### src/rtl/tap_event_fifo.sv
`timescale 1ns/1ps
// tap_event_fifo
//   Watches the tapped counter bits and turns every change of the tapped value
//   into an event record {new_value, timestamp}. Events are queued in a small
//   FIFO and handed to a host-side reader over a valid/ready stream. An event
//   that finds the FIFO full (and no pop in the same cycle) is dropped and
//   latches a sticky overflow flag.
//
// Ports
//   clk       clock, all logic on posedge
//   rst_n     synchronous reset, active-low
//   tap_in    tapped counter value (IN_W bits), synchronous to clk
//   en        1 = record changes, 0 = ignore changes (tracking continues)
//   ev_valid  FIFO non-empty, ev_data valid
//   ev_ready  reader accepts the head entry when ev_valid && ev_ready
//   ev_data   head entry {value, ts}
//   level     number of stored entries, 0..DEPTH
//   overflow  sticky dropped-event flag, cleared only by reset
module tap_event_fifo #(
    parameter int IN_W  = 2,
    parameter int TS_W  = 8,
    parameter int DEPTH = 4
) (
    input  logic                         clk,
    input  logic                         rst_n,
    input  logic [IN_W-1:0]              tap_in,
    input  logic                         en,
    output logic                         ev_valid,
    input  logic                         ev_ready,
    output logic [IN_W+TS_W-1:0]         ev_data,
    output logic [$clog2(DEPTH):0]       level,
    output logic                         overflow
);
    localparam int AW = $clog2(DEPTH);
    localparam int LW = AW + 1;
    localparam int DW = IN_W + TS_W;
    localparam logic [LW-1:0] FULL_LVL = LW'(DEPTH);

    logic [TS_W-1:0] r_ts;
    logic [IN_W-1:0] r_prev;
    logic            r_armed;
    logic [DW-1:0]   r_mem [DEPTH];
    logic [AW-1:0]   r_wr;
    logic [AW-1:0]   r_rd;
    logic [LW-1:0]   r_level;
    logic            r_overflow;

    logic w_push;
    logic w_pop;
    logic w_full;
    logic w_wr;

    // armed keeps the very first post-reset sample from looking like a change
    assign w_push = r_armed && en && (tap_in != r_prev);
    assign w_full = (r_level == FULL_LVL);
    assign w_pop  = ev_valid && ev_ready;
    // a full FIFO still accepts a write when the head is leaving this cycle
    assign w_wr   = w_push && (!w_full || w_pop);

    always_ff @(posedge clk) begin
        if (!rst_n) begin
            r_ts       <= '0;
            r_prev     <= '0;
            r_armed    <= 1'b0;
            r_wr       <= '0;
            r_rd       <= '0;
            r_level    <= '0;
            r_overflow <= 1'b0;
            for (int i = 0; i < DEPTH; i++) r_mem[i] <= '0;
        end else begin
            r_ts    <= r_ts + TS_W'(1);
            r_prev  <= tap_in;
            r_armed <= 1'b1;
            if (w_wr) begin
                r_mem[r_wr] <= {tap_in, r_ts};
                r_wr        <= r_wr + AW'(1);
            end
            if (w_pop) r_rd <= r_rd + AW'(1);
            case ({w_wr, w_pop})
                2'b10:   r_level <= r_level + LW'(1);
                2'b01:   r_level <= r_level - LW'(1);
                default: r_level <= r_level;
            endcase
            if (w_push && w_full && !w_pop) r_overflow <= 1'b1;
        end
    end

    assign ev_valid = (r_level != '0);
    assign ev_data  = r_mem[r_rd];
    assign level    = r_level;
    assign overflow = r_overflow;
endmodule

### config.mk
export PLATFORM = sky130hd
export DESIGN_NAME = tap_event_fifo
export DESIGN_NICKNAME = d
export VERILOG_FILES = /design/src/rtl/tap_event_fifo.sv
export SDC_FILE = /design/constraint.sdc
export NUM_CORES = 1
export LEC_CHECK = 0
export CORE_MARGIN = 2
export CORE_UTILIZATION = 57
export CTS_CLUSTER_DIAMETER = 150
export CTS_CLUSTER_SIZE = 20
export DETAILED_ROUTE_END_ITERATION = 10
export PLACE_DENSITY = 0.78
export SLEW_MARGIN = 20
export SYNTH_ARGS = -nofsm -noshare
export SYNTH_HDL_FRONTEND = slang
export SYNTH_SLANG_ARGS = --single-unit
### constraint.sdc
create_clock -name clk -period 2.6 [get_ports clk]
set_input_delay 0.65 -clock clk [delete_from_list [all_inputs] [get_ports clk]]
set_output_delay 0.65 -clock clk [all_outputs]
set_load 0.005 [all_outputs]
* After elaboration in Yosys (flattened, before gate mapping)
Memories as Yosys holds them, arrays and structs flattened. A register that Yosys moved wholly into a read port is not among the register bits. Cells that the tools add are included.
Word-level totals: bits in registers 19, bits in writable memories 40, bits of input ports 6, output and inout port bits 15, logic and storage cells 40, memories kept 1
Memory list:
- r_mem | depth 4, bits a word 10, read ports 1, clocked after Yosys merged registers in 1, wr ports 4, RTL line 42 | logic [DW-1:0] r_mem [DEPTH];
Cells by class: add/subtract/negate cells 5, eq/ne operators 4, mux-type cells 11, reductions and logical operators 12
Operators by type and width (count):
- $mux W10 | 1
- $reduce_or A10 Y1 | 1
- $add A8 B1 Y8 const B | 1
- $logic_and A1 B1 Y1 | 6
- $mux W1 | 6
- $mux W2 | 3
- $pmux W3 S2 | 1
- $add A2 B1 Y2 const B | 2
- $add A3 B1 Y3 const B | 1
- $eq A3 B3 Y1 const B | 1
- $reduce_bool A3 Y1 | 1
- $sub A3 B1 Y3 const B | 1
- $eq A2 B1 Y1 const B | 1
- $eq A2 B2 Y1 const B | 1
- $logic_not A1 Y1 | 2
- $ne A2 B2 Y1 | 1
- $reduce_bool A2 Y1 | 1
- $logic_or A1 B1 Y1 | 1

* Longest topological paths before layout
Gate-level depths: netlist of run 1.
depth after elaboration 9, depth in mapped cells 8

* Worst setup path after synthesis of run 1
No wires, ideal clock.
path type in2reg, from in tap_in[0], to reg r_level[1], in the netlist level[1], library setup time 124 ps, data arrival time 2254 ps, data required time 2476 ps, slack 222 ps, stages 8, path buffers 0, path through xnor2_1 -> a21oi_2 -> nand2b_1 -> fa_1 -> inv_1 -> a2111o_1 -> nand3_1 -> a211oi_1
On the way: longest elaborated chain between the ends 5, elaborated cells on any way between the ends 7, classes of those cells eq/ne: 3; mux: 1; reduce/logical: 3
RTL lines:
- start, declared | RTL line 26 | input logic [IN_W-1:0] tap_in,
- $ne A2 B2 Y1 (*) | RTL line 54 | assign w_push = r_armed && en && (tap_in != r_prev);
- $logic_and A1 B1 Y1 (*) | RTL line 54
- $logic_and A1 B1 Y1 (*) | RTL line 58 | assign w_wr = w_push && (!w_full || w_pop);
- $eq A2 B1 Y1 / $eq A2 B2 Y1 (equally long branches) | RTL line 79 | case ({w_wr, w_pop})
- $pmux W3 S2 / $reduce_bool A2 Y1 (equally long branches)
- end signal, assigned | RTL line 80 | 2'b10: r_level <= r_level + LW'(1);
- end signal, assigned | RTL line 81 | 2'b01: r_level <= r_level - LW'(1);
- end signal, assigned | RTL line 82 | default: r_level <= r_level;
- end, declared | RTL line 45 | logic [LW-1:0] r_level;
Mark *: on every way between the ends. The rest lies on a longest branch, timed or not. A chain may end at the register's enable or synchronous reset.

==> impl_results.md, run 1 <==
- CTS Buffer Depth: 2
- Mapped Nets: between 200 and 250
- H-tree depth: 3
- Cell Chain, Critical Path: buf_4, mux4_2, clkdlybuf4s50_1
- Slew Limit Fails: 0
- RSZ-0062 raised after global routing: no
- Endpoints failing hold: 0
- Grt met2 use: 33.33%
- Worst VDD drop: 0.3747 mV
- Root buf cell: clkbuf_8
- Crit path buf inv count: 2
- Area grow syn2layout: 21.03%
- Commonest cells post-synth: nor2_1, edfxtp_1, dfxtp_1
- R2R Path Start: r_prev[1]
- Routing usage on met3: roughly 4.3%
- Most numerous cell in the Yosys netlist: nor2_1
- GR Util met1: 29.71%
- Worst setup path endpoint: ev_data[1]
- Core area: 4444 um^2
- Placed cells: 301
- Cell Area, Synth: 2684 um^2
- Postcts setup bufs: 0
- Area share of the largest cell type after synthesis: 44.76%
- Mapped Avg Cell Area: 12.48 um^2
- Post-synth EDFFs: 40
- IO Port Bufs: 20
- Remaining antenna violation count: 0
- Unique masters post-synth: 43
- CTS tree: yes
- Area contributors post-synth: edfxtp_1, dfxtp_1, mux4_2
- Register area share after synthesis: between 60% and 70%
- GRT Overall Usage: 21.63%
- Lkg Pwr: around 1.2 nW
- Pwr/cell area: 627.3 nW/um^2
- Outcome: complete, no violations
- Layout cells sized above 1: ~20%
- Full die area: 5274 um^2
- GRT Max-Usage Layer: met2
- Total Wirelength: 4962 um
- Reg-to-reg critical path endpoint: level[1]
- Slew @ Worst Pin: 0.4681 ns
- CTS buffer count: 9
- WL per Instance: 15.70 um
- Vias: 1,730
- WP data required: just under 2 ns
- Via/cell ratio: 5.475
- Peak fanout along the critical path: 10
- CP peak stage delay: 0.55 ns
- Critical Path Stages: 3
- R2R Setup Slk: 0.60 ns
- DRT iter0 DRCs: 128
- Vias in the first global route: 1,721
- Starting Density: 60.39%
- Post_cts resized: 0
- Synth Warn #: 0
- Synth Flop Type: edfxtp_1
- Clk_lat worst skew: 0.32 ns
- Synthesized flop and latch total: slightly above 60
- Critical Path Slowest Stage Cell: mux4_2
- Quantity of hold-fixing buffers added after cts: 0
- Skew final: 0.005341 ns
- Gpl congestion: 0.8115
- Rel. slew slack: 68.75%
- Ant. Diodes: 0
- Asr flop ratio synth: 0%
- Mapped Cells: roughly 220
- Pin count of the biggest net entering global routing: 17
- GRT Residual Overflow: 0
- # setup viols final: 0
- Final period utilization: a little over nine tenths
- Layout net count: 268
- Final cell count without fillers: 316
- Crit path capture type: primary output
- CP delay by family, top: buffers and inverters
- Initial antenna violation count: 0
- Worst EP arrival: 1.87 ns
- Worst-path clk slew: 0.06 ns
- Pre-antenna DRT Iters: 4
- Startpoint type of the worst setup path: flop
- # DRC: 0
- Global-route wire length before repair: approximately 8400 um
- I/O pin count: 21
- Register-to-Register Path Depth: 8
- Tightest hold margin: 0.4600 ns
- Fmax achieved: 0.3972 GHz
- Min Tclk post-route: 2.518 ns
- DP Wirelength: 3534 um
- Synth area leader: edfxtp_1
- Die Width: 72.62 um
- Util after Layout: 73.09%
- Hold Crit Class: flop to flop
- CTS sink count: slightly above 60
- Max-Cap Viols: 0
- Die H: 72.62 um
- # rows: 24
- Kind of critical path: flop to primary output
-- registers in the layout (all words and copies together) (netlist names), named ones only --
register / flops
r_wr: 2
level: 3
overflow: 1
r_rd: 2
r_armed: 1
r_prev: 2
r_ts: 8
r_mem: 40
-- cell families after synthesis --
logic type / count (synthesis) / synth area share (%)
AND/OR/NAND/NOR: 91 / 14.87
AO/OA/AOI/OAI: 16 / 5.642
flip-flops: 61 / 60.42
buffers and inverters: 18 / 3.450
multiplexers: 13 / 9.557
adder cells (fa/ha/maj): 2 / 1.212
XOR/XNOR: 14 / 4.849
-- area by class of cell --
class,instances,area (um^2)
clock buffer,12,135.1
clock inverter,3,13.76
fill,321,1196
inverter,8,30.03
multi-input combinational,136,977.2
sequential,61,1622
tap,52,65.06
timing repair buffer,44,405.4
-- metrics by stage --
step | cell area (um^2) | total power, mW | setup TNS [ns] | worst slack, ns
final | 3248 | 2.038 | 0 | 0.08245
after global routing | 3248 | 2.122 | 0 | 0.008403
after CTS | 3241 | 2.048 | 0 | 0.05770
after detailed placement | 3092 | 1.398 | -0.8877 | -0.1674
after global placement | 3092 | 1.390 | -0.08610 | -0.08527
after floorplan | 2684 | 1.267 | 0 | 0.2217
-- metal layers --
metal,routed length (um),vias to the layer above,share of wire [%]
li1,-,849,-
met1,2215,833,45
met2,2480,41,50
met3,202,7,4.1
met4,63,0,1.3
met5,0,-,0
-- placed cells by master (no fill, tap or decap), types with 2 or more instances in the layout --
| master | instances |
|---|---|
| mux2i_1 | 2 |
| clkinv_2 | 2 |
| and2_1 | 2 |
| nor2_1 | 51 |
| buf_4 | 22 |
| dfxtp_1 | 21 |
| clkbuf_8 | 9 |
| nand2_1 | 18 |
| xor2_1 | 7 |
| edfxtp_1 | 40 |
| a211oi_1 | 2 |
| clkbuf_1 | 3 |
| mux4_2 | 10 |
| and3_1 | 2 |
| clkdlybuf4s50_1 | 20 |
| nor3_1 | 2 |
| or3_1 | 3 |
| a21oi_2 | 2 |
| nand2b_1 | 2 |
| xnor2_1 | 5 |
| buf_12 | 2 |
| nand3_1 | 6 |
| inv_1 | 8 |
-- worst reg2reg max path, cell delays in order (launching register included) --
cell and delay [ns]:
dfxtp_1 0.35, xnor2_1 0.26, a21oi_2 0.10, nand2b_1 0.16, fa_1 0.50, inv_1 0.07, a2111o_1 0.34, nand3_1 0.07
a211oi_1 0.04
-- worst min path at each step --
stage,cells past startpoint,endpoint,from
2_1_floorplan,1,r_ts[0],r_ts[0]
3_3_place_gp,1,r_ts[0],r_ts[0]
3_5_place_dp,1,r_ts[0],r_ts[0]
4_1_cts,1,r_ts[0],r_ts[0]
5_1_grt,1,r_ts[0],r_ts[0]
6_report,1,r_ts[0],r_ts[0]
-- power by group --
group | internal, mW | total, mW | switching [mW] | leakage (nW)
clock | 0.335 | 0.660 | 0.325 | 0.0776
combinational | 0.152 | 0.277 | 0.125 | 0.512
sequential | 1.08 | 1.10 | 0.0245 | 0.587
Power figures use the tool's default switching activity.
==> run 2, diff against run 1 <==
--- a/config.mk
+++ b/config.mk
@@ -5,12 +5,13 @@
 export SDC_FILE = /design/constraint.sdc
 export NUM_CORES = 1
 export LEC_CHECK = 0
-export CORE_MARGIN = 2
+export CORE_MARGIN = 5
 export CORE_UTILIZATION = 57
 export CTS_CLUSTER_DIAMETER = 150
 export CTS_CLUSTER_SIZE = 20
 export DETAILED_ROUTE_END_ITERATION = 10
 export PLACE_DENSITY = 0.78
+export SKIP_LAST_GASP = 1
 export SLEW_MARGIN = 20
 export SYNTH_ARGS = -nofsm -noshare
 export SYNTH_HDL_FRONTEND = slang
==> run 2 against run 1 <==
Power grew 12%; die area rose by 17%; largest cell class unchanged; global-route usage decreased by 3.2 points; maximum frequency grew 1.0%; combinational power about the same; register-to-register slack worse by 0.04 ns; via count shrank 0.17%; first-iteration DRC count fell by 15%; sequential share of layout area is 0.94 points lower; wire length grew 1.2%.
==> impl_results.md, run 2 (synthesis gave the netlist of run 1 again) <==
- Fmax achieved: 0.4012 GHz (was 0.3972 GHz)
- Initial antenna violation count: 0 (unchanged)
- Slew @ Worst Pin: 0.4760 ns (was 0.4681 ns)
- Die H: 78.62 um (was 72.62 um)
- Worst VDD drop: 0.3931 mV (was 0.3747 mV)
- Full die area: 6181 um^2 (was 5274 um^2)
- Die Width: 78.62 um (was 72.62 um)
- Final setup TNS: 0 ns (unchanged)
- Reg-to-reg critical path endpoint: level[1] (unchanged)
- Skew final: 0.009022 ns (was 0.005341 ns)
- I/O pin count: 21 (unchanged)
- Layout cells sized above 1: 20.91% (was 20.45%)
- Crit path capture type: primary output (unchanged)
- WL per Instance: 15.85 um (was 15.70 um)
- Lkg Pwr: 1.200 nW (was 1.177 nW)
- Peak fanout along the critical path: 10 (unchanged)
- Quantity of hold-fixing buffers added after cts: 0 (unchanged)
- Rel. slew slack: 68.22% (was 68.75%)
- Worst EP arrival: 1.84 ns (was 1.87 ns)
- CP delay by family, top: buffers and inverters (unchanged)
- DRT iter0 DRCs: 109 (was 128)
- Gpl congestion: 0.7845 (was 0.8115)
- Clk_lat worst skew: 0.34 ns (was 0.32 ns)
- Outcome: complete, no violations (unchanged)
- Kind of critical path: flop to primary output (unchanged)
- Root buf cell: clkbuf_8 (unchanged)
- Ant. Diodes: 0 (unchanged)
- # DRC: 0 (unchanged)
- Core area: 4661 um^2 (was 4444 um^2)
- Vias in the first global route: 1,782 (was 1,721)
- Hold path depth: 1 (unchanged)
- Worst-path clk slew: 0.07 ns (was 0.06 ns)
- GRT Overall Usage: 18.42% (was 21.63%)
- Register-to-Register Path Depth: 8 (unchanged)
- Slew Limit Fails: 0 (unchanged)
- Total Wirelength: 5024 um (was 4962 um)
- Global-route wire length before repair: 8473 um (was 8369 um)
- CTS tree: yes (unchanged)
- Highest-count cells in the layout ignoring fill and taps: nor2_1, edfxtp_1, dfxtp_1, clkdlybuf4s50_1 (was nor2_1, edfxtp_1, buf_4, dfxtp_1, clkdlybuf4s50_1)
- H-tree depth: 3 (unchanged)
- Postcts setup bufs: 0 (unchanged)
- Starting Density: 57.58% (was 60.39%)
- DP Wirelength: 3532 um (was 3534 um)
- Area grow syn2layout: 23.36% (was 21.03%)
- Cell Chain, Critical Path: buf_6, mux4_2, clkdlybuf4s50_1 (was buf_4, mux4_2, clkdlybuf4s50_1)
- Post_cts resized: 0 (unchanged)
- Commonest non-fill, non-tap cell in the layout: nor2_1 (unchanged)
- WP data required: 1.95 ns (about the same)
- Vias: 1,727 (was 1,730)
- CP peak stage delay: 0.54 ns (was 0.55 ns)
- Fill cell count: 322 (was 321)
- IO Port Bufs: 20 (unchanged)
- CTS sink count: 61 (unchanged)
- Min Tclk post-route: 2.493 ns (was 2.518 ns)
- Via/cell ratio: 5.448 (was 5.475)
- # rows: 25 (was 24)
- Hold Crit Class: flop to flop (unchanged)
- Hold_sp: overflow (was r_ts[0])
- Crit path buf inv count: 2 (unchanged)
- Worst hold endpoint: overflow (was r_ts[0])
- Register Area: 1622 um^2 (unchanged)
- Pre-antenna DRT Iters: 4 (unchanged)
- Largest register FFs: 40 (unchanged)
- Setup slack at placement: -0.1712 ns (was -0.1674 ns)
- Pin count of the biggest net entering global routing: 16 (was 17)
- Critical Path Slowest Stage Cell: mux4_2 (unchanged)
- R2R Setup Slk: 0.56 ns (was 0.60 ns)
- GRT Residual Overflow: 0 (unchanged)
- Endpoints failing hold: 0 (unchanged)
- # setup viols final: 0 (unchanged)
- Footprint of the multi-input gates: 969.7 um^2 (was 977.2 um^2)
- Pwr/cell area: 690.9 nW/um^2 (was 627.3 nW/um^2)
- CTS buffer count: 9 (unchanged)
- Final period utilization: 95.87% (was 96.83%)
- CTS Buffer Depth: 2 (unchanged)
- Top reg by flops: r_mem (unchanged)
- Final WS setup: 0.1074 ns (was 0.08245 ns)
- R2R Path Start: r_prev[1] (unchanged)
- Layout net count: 266 (was 268)
- RSZ-0062 raised after global routing: no (unchanged)
- Startpoint type of the worst setup path: flop (unchanged)
- Max-Cap Viols: 0 (unchanged)
- Remaining antenna violation count: 0 (unchanged)
run 2: changes by cell type in the layout (fill, tap and decap cells not counted), moves of 2 or more:
cell and change:
buf_4 -4, bufinv_16 +2, clkbuf_1 -2, clkinv_4 +2
run 2: where the power goes:
group | total, mW | internal (mW) | switching [mW]
clock | 0.907 | 0.539 | 0.368
sequential | 1.10 | 1.08 | 0.0239
combinational | 0.279 | 0.153 | 0.126
total | 2.29 | 1.77 | 0.518
run 2: area by class of cell:
cell class,count,area share (%)
inverters,8,0.9070
flip-flops and latches,61,48.98
clock inverters,6,2.645
multi-input cells,136,29.29
repair buffers,42,12.28
well taps,54,2.041
clock buffers,10,3.855
run 2: worst max path at each step:
stage          startpoint         end  slack (ns)  depth (start not counted)
5_1_grt              flop  ev_data[3]        0.02                          3
3_5_place_dp    tap_in[1]    level[1]       -0.17                          9
4_1_cts              flop  ev_data[3]        0.04                          3
3_3_place_gp    tap_in[0]    level[1]       -0.08                          9
2_1_floorplan   tap_in[0]    level[1]        0.22                          8
6_report             flop  ev_data[3]        0.11                          3
run 2: stage by stage:
stage | hold slack, ns | std cells | util [%] | total power [mW] | instance area, um^2
floorplan | 0.4258 | 215 | - | 1.267 | 2684
global placement | 0.4467 | 301 | 66.34 | 1.391 | 3092
detailed placement | 0.4575 | 301 | 66.34 | 1.400 | 3092
CTS | 0.4734 | 317 | 70.95 | 2.302 | 3307
global route | 0.5019 | 317 | 71.03 | 2.370 | 3311
finish | 0.4695 | 317 | 71.03 | 2.287 | 3311
run 2: layer usage:
layer / vias to the layer above / part of all wire [%] / global-route usage (%)
met1: 833 / 44 / 22.94
met5: - / 0 / 0
met2: 37 / 50 / 30.48
met4: 0 / 2.1 / 9.965
li1: 849 / - / -
met3: 8 / 4.3 / 3.211
